===== src/rtl/bfloat_man_div.sv =====
// bfloat_man_div: sequential restoring divider for 9-bit bfloat16 mantissas
// (hidden bit included). Produces q = floor(a * 512 / b) in Q1.9, one quotient
// bit per cycle, MSB first. The latency from accept to out_valid is a fixed
// 10 cycles.
//
// Ports:
//   clk, rst_n          rising-edge clock, asynchronous active-low reset
//   in_valid/in_ready   input handshake; in_ready is high only while idle
//   a, b                dividend / divisor mantissas, Q1.8, sampled on accept
//   out_valid/out_ready output handshake; results are held until accepted
//   q                   quotient, Q1.9 (10'h200 = 1.0), 10'h3FF on dz/ovf
//   rem                 final partial remainder (< b)
//   sticky              rem != 0
//   dz                  divisor was zero
//   ovf                 quotient does not fit in 10 bits (a >= 2*b, b != 0)
module bfloat_man_div (
    input  logic       clk,
    input  logic       rst_n,
    input  logic       in_valid,
    output logic       in_ready,
    input  logic [8:0] a,
    input  logic [8:0] b,
    output logic       out_valid,
    input  logic       out_ready,
    output logic [9:0] q,
    output logic [8:0] rem,
    output logic       sticky,
    output logic       dz,
    output logic       ovf
);

    typedef enum logic [1:0] {StIdle, StCalc, StDone} state_e;

    state_e      state_q, state_d;
    logic [8:0]  b_q, b_d;
    logic [9:0]  r_q, r_d;
    logic [9:0]  acc_q, acc_d;
    logic [3:0]  k_q, k_d;
    logic        dz_flag_q, dz_flag_d;
    logic        ovf_flag_q, ovf_flag_d;
    logic [9:0]  q_q, q_d;
    logic [8:0]  rem_q, rem_d;
    logic        sticky_q, sticky_d;
    logic        dz_q, dz_d;
    logic        ovf_q, ovf_d;

    // Restoring step on the current partial remainder.
    logic        ge;
    logic [9:0]  r_sub;

    always_comb begin
        ge    = (r_q >= {1'b0, b_q});
        r_sub = ge ? (r_q - {1'b0, b_q}) : r_q;
    end

    always_comb begin
        state_d    = state_q;
        b_d        = b_q;
        r_d        = r_q;
        acc_d      = acc_q;
        k_d        = k_q;
        dz_flag_d  = dz_flag_q;
        ovf_flag_d = ovf_flag_q;
        q_d        = q_q;
        rem_d      = rem_q;
        sticky_d   = sticky_q;
        dz_d       = dz_q;
        ovf_d      = ovf_q;

        unique case (state_q)
            StIdle: begin
                if (in_valid) begin
                    b_d        = b;
                    r_d        = {1'b0, a};
                    acc_d      = '0;
                    k_d        = 4'd9;
                    dz_flag_d  = (b == 9'd0);
                    // dz takes priority: ovf is only meaningful with b != 0.
                    ovf_flag_d = (b != 9'd0) && ({1'b0, a} >= {b, 1'b0});
                    state_d    = StCalc;
                end
            end
            StCalc: begin
                acc_d = {acc_q[8:0], ge};
                if (k_q != 4'd0) begin
                    // r_sub < b <= 511 here, so the shift cannot overflow.
                    r_d = {r_sub[8:0], 1'b0};
                    k_d = k_q - 4'd1;
                end else begin
                    r_d     = r_sub;
                    state_d = StDone;
                    dz_d    = dz_flag_q;
                    ovf_d   = ovf_flag_q;
                    if (dz_flag_q || ovf_flag_q) begin
                        q_d      = 10'h3FF;
                        rem_d    = 9'd0;
                        sticky_d = 1'b0;
                    end else begin
                        q_d      = {acc_q[8:0], ge};
                        rem_d    = r_sub[8:0];
                        sticky_d = (r_sub[8:0] != 9'd0);
                    end
                end
            end
            StDone: begin
                if (out_ready) begin
                    state_d = StIdle;
                end
            end
            default: state_d = StIdle;
        endcase
    end

    always_ff @(posedge clk or negedge rst_n) begin
        if (!rst_n) begin
            state_q    <= StIdle;
            b_q        <= '0;
            r_q        <= '0;
            acc_q      <= '0;
            k_q        <= '0;
            dz_flag_q  <= 1'b0;
            ovf_flag_q <= 1'b0;
            q_q        <= '0;
            rem_q      <= '0;
            sticky_q   <= 1'b0;
            dz_q       <= 1'b0;
            ovf_q      <= 1'b0;
        end else begin
            state_q    <= state_d;
            b_q        <= b_d;
            r_q        <= r_d;
            acc_q      <= acc_d;
            k_q        <= k_d;
            dz_flag_q  <= dz_flag_d;
            ovf_flag_q <= ovf_flag_d;
            q_q        <= q_d;
            rem_q      <= rem_d;
            sticky_q   <= sticky_d;
            dz_q       <= dz_d;
            ovf_q      <= ovf_d;
        end
    end

    assign in_ready  = (state_q == StIdle);
    assign out_valid = (state_q == StDone);
    assign q         = q_q;
    assign rem       = rem_q;
    assign sticky    = sticky_q;
    assign dz        = dz_q;
    assign ovf       = ovf_q;

endmodule


===== config.mk =====
export PLATFORM = sky130hd
export DESIGN_NAME = bfloat_man_div
export DESIGN_NICKNAME = d
export VERILOG_FILES = /design/src/rtl/bfloat_man_div.sv
export SDC_FILE = /design/constraint.sdc
export NUM_CORES = 1
export LEC_CHECK = 0
export BUFFER_PORTS_ARGS = -buffer_cell sky130_fd_sc_hd__buf_2
export CORE_MARGIN = 1.5
export CORE_UTILIZATION = 51
export CTS_CLUSTER_DIAMETER = 50
export DETAILED_ROUTE_END_ITERATION = 8
export PLACE_DENSITY = 0.8
export RECOVER_POWER = 25
export SYNTH_ARGS = -nofsm -noshare
export SYNTH_HDL_FRONTEND = slang
export SYNTH_SLANG_ARGS = --single-unit

===== constraint.sdc =====
create_clock -name clk -period 2.9 [get_ports clk]
set_input_delay 0.29 -clock clk [delete_from_list [all_inputs] [get_ports clk]]
set_output_delay 0.29 -clock clk [all_outputs]
set_load 0.005 [all_outputs]

==> qor.yml <==
synth_nets: 361
synth_seq_cells: 58
synth_warnings: 0
worstHoldPathType: "input port to flop"
synth-edff-count: 0
ys_types: 46
drc: 0
clkTransAtPathRegs_ns: 0.07
yosysTopAreaCell: "dfrtp_1"
synth_top_family_by_area: "compound AO/OA/AOI/OAI gates"
muxShareOfSynthArea: 0.0258
dr.pass1.iters: 4
netlist_top_cells_area: "dfrtp_1 (47%), ha_1 (7.7%), nand2_1 (5.8%)"
status: "finished clean"
fin_crit_sh: 0.972
grt_pass1_vias: 2488
routedWlPerCell_um: 16.9
cts_tree: "yes"
synthSimpleGateAreaFrac: 0.135
vdd_drop_max_uv: 642
synthXorXnorAreaFrac: 0.0254
drv_slew: 0
hpwl_mm: 5.56
hold_viol_final: 0
r2r_cells: 12
skew_ns: 0.00819
start_util: 0.527
grt_pass1_wl_mm: 12.5
fin_tns_setup_ns: 0
dp_cells: 439
wl_mm: 7.78
crit_path_start: "r_q[0]$_DFFE_PN0P_"
syn2layout_area_growth_pct: 21.3
yosys.area_share.adder: 0.0831
core_area_um2: 5890
io_buffers: 45
tightestPinTransition_ns: 1.42
startpoint_type: "flop"
nNetsFinal: 422
slowest_delay_ns: 0.40
cp_slowest_cell: "dfrtp_1"
synth_compound_gate_area_share: 0.216
drive_gt1_frac: 0.247
yosysMostFrequentCell: "dfrtp_1"
chipHeight_um: 81.0
crit_path_end: "r_q[7]$_DFFE_PN0P_"
die-area_um2: 6560
reg2reg_from: "r_q[0]$_DFFE_PN0P_"
power_mw: 5.58
clock-sinks: 58
crit_cells: 12
h-tree-depth: 3
dr.first_iter.drc_count: 356
fmax_mhz: 355
grt_start_max_net_pins: 59
synthArstFlopShare: 1.00
layout_min_cycle_time_ns: 2.82
grt_usage: 0.258
ys_seq_area_frac: 0.468
synth.avg_cell_area_um2: 9.72
root_buffer: "clkbuf_8"
crit_arrival_ns: 3.05
leakage_nw: 1.84
finalSetupViolations: 0
cp_cell_sequence: "inv_2 -> ha_4 -> inv_2 -> fa_2 -> a21o_1 -> a221oi_4 -> a31oi_2 -> or3_4 -> buf_4 -> a221oi_1 -> nor2_1 -> o21a_1"
stdcell_count: 460
antenna_found_initial: 0
synth_common_cells: "dfrtp_1 (58), nand2_1 (48), o21ai_0 (28)"
row_count: 28
hold_slack_ns: 0.143
die_x_um: 81.0
cp-end-kind: "flop"
vias: 2633
critPathBufInv: 3
cp_max_fo: 6
netlist_instances: 319
reg2reg_slack_ns: 0.08
regToRegEndpoint: "r_q[7]$_DFFE_PN0P_"
ant_nets: 0
num_antenna_cells: 0
grt_overflow: 0
netlist.area_leader.share: 0.468
cpLargestDelayFamily: "compound AO/OA/AOI/OAI gates"
max_cap_violations: 0
cts-buffers-inserted: 9
clk_latency_ns: 0.35
worst-setup-path-type: "flop to flop"
crit_top_cell: "inv_2"
io_pins: 46
mappedNetlistArea_um2: 3100
required_ns: 3.13
p_per_area_nw_per_um2: 1480
vias_per_cell: 5.72
gp_congestion: 0.929
cts.path.max_buffers: 2
synth_flop_cell: "dfrtp_1"
rsz0062_at_grt: "true"
relSlewSlack: 0.0549
-- power breakdown --
group / internal (mW) / switching, mW
combinational: 1.59 / 1.78
sequential: 1.19 / 0.278
clock: 0.394 / 0.349
-- flip-flops by register name, indices dropped and copies added (netlist names) --
signal / count
acc_q: 9
b_q: 9
dz: 1
dz_flag_q: 1
k_q: 4
ovf: 1
ovf_flag_q: 1
q: 10
r_q: 10
rem: 9
state_q: 2
sticky: 1
-- cell usage in the layout, fill, tap and decap left out, types with 3 or more instances in the layout --
master    synthesis  layout
a21oi_1          12      11
xor2_1            5       4
o21ai_0          28      27
clkinv_2          0       3
nor2_1           15      15
buf_4             0      15
inv_1            23      21
nand2b_1          3       3
ha_1             19      18
o21a_1            7       7
nor3_1            5       5
mux2i_1           8       5
xnor2_1           4       4
nand2_1          48      47
a21o_1            5       5
dfrtp_1          58      58
clkbuf_8          0       9
a22o_1           10      10
and3_1            5       5
o22a_1           10      10
a31oi_1           5       4
o221ai_1          6       5
buf_2             1      45
nor4_1            4       4
-- worst reg2reg max path: cells and delay by family, from the launching register on --
family | cells | cell delay [ns]
flops | 1 | 0.40
fa+ha+maj | 2 | 0.48
simple gates | 2 | 0.46
buf+inv | 3 | 0.30
compound gates | 5 | 1.07
-- worst min-delay path by stage --
stage | from | endpoint | slack [ns] | cells past startpoint
final | out_ready | state_q[1]$_DFFE_PN0P_ | 0.14 | 2
after global routing | out_ready | state_q[1]$_DFFE_PN0P_ | 0.14 | 2
after detailed placement | ovf$_DFFE_PN0P_ | ovf$_DFFE_PN0P_ | 0.46 | 2
after global placement | ovf$_DFFE_PN0P_ | ovf$_DFFE_PN0P_ | 0.46 | 2
after CTS | rst_n | b_q[5]$_DFFE_PN0P_ | 0.11 | 2
after floorplan | rst_n | acc_q[0]$_DFFE_PN0P_ | -0.006 | 0
-- what timing repair did --
action                                  in CTS  in global routing
endpoints found under the setup margin       3                 11
buffers inserted                             1                  4
hold buffers                                 0                  0
resized for setup                            3                 15
pin swaps                                    2                  7
-- area by class of cell --
class	instances	area [µm²]
inverters	24	90.1
clock buffers	9	124
clock inverters	7	68.8
multi-input cells	225	1580
well taps	75	93.8
fillers	484	2130
repair buffers	62	354
flip-flops and latches	58	1450
-- through the flow --
step	cell area, µm²	setup WS [ns]	utilization
2_1_floorplan	3100	0.165	-
3_3_place_gp	3460	0.0653	0.587
3_5_place_dp	3460	-0.00888	0.587
4_1_cts	3670	0.0508	0.624
5_1_grt	3760	0.000727	0.639
6_report	3760	0.0801	0.639
-- logic make-up (layout without fill, tap and decap cells) --
family	Yosys count	count (layout)
compound gates	95	95
simple gates	93	93
flops	58	58
buf+inv	36	102
fa+ha+maj	20	20
xor+xnor	9	9
mux	8	8
-- routing by layer --
layer | routed length (µm) | track usage
met1 | 3690 | 0.388
met2 | 3360 | 0.361
met3 | 579 | 0.0483
met4 | 151 | 0.112
met5 | 0 | 0
(Power assumes the default switching activity.)
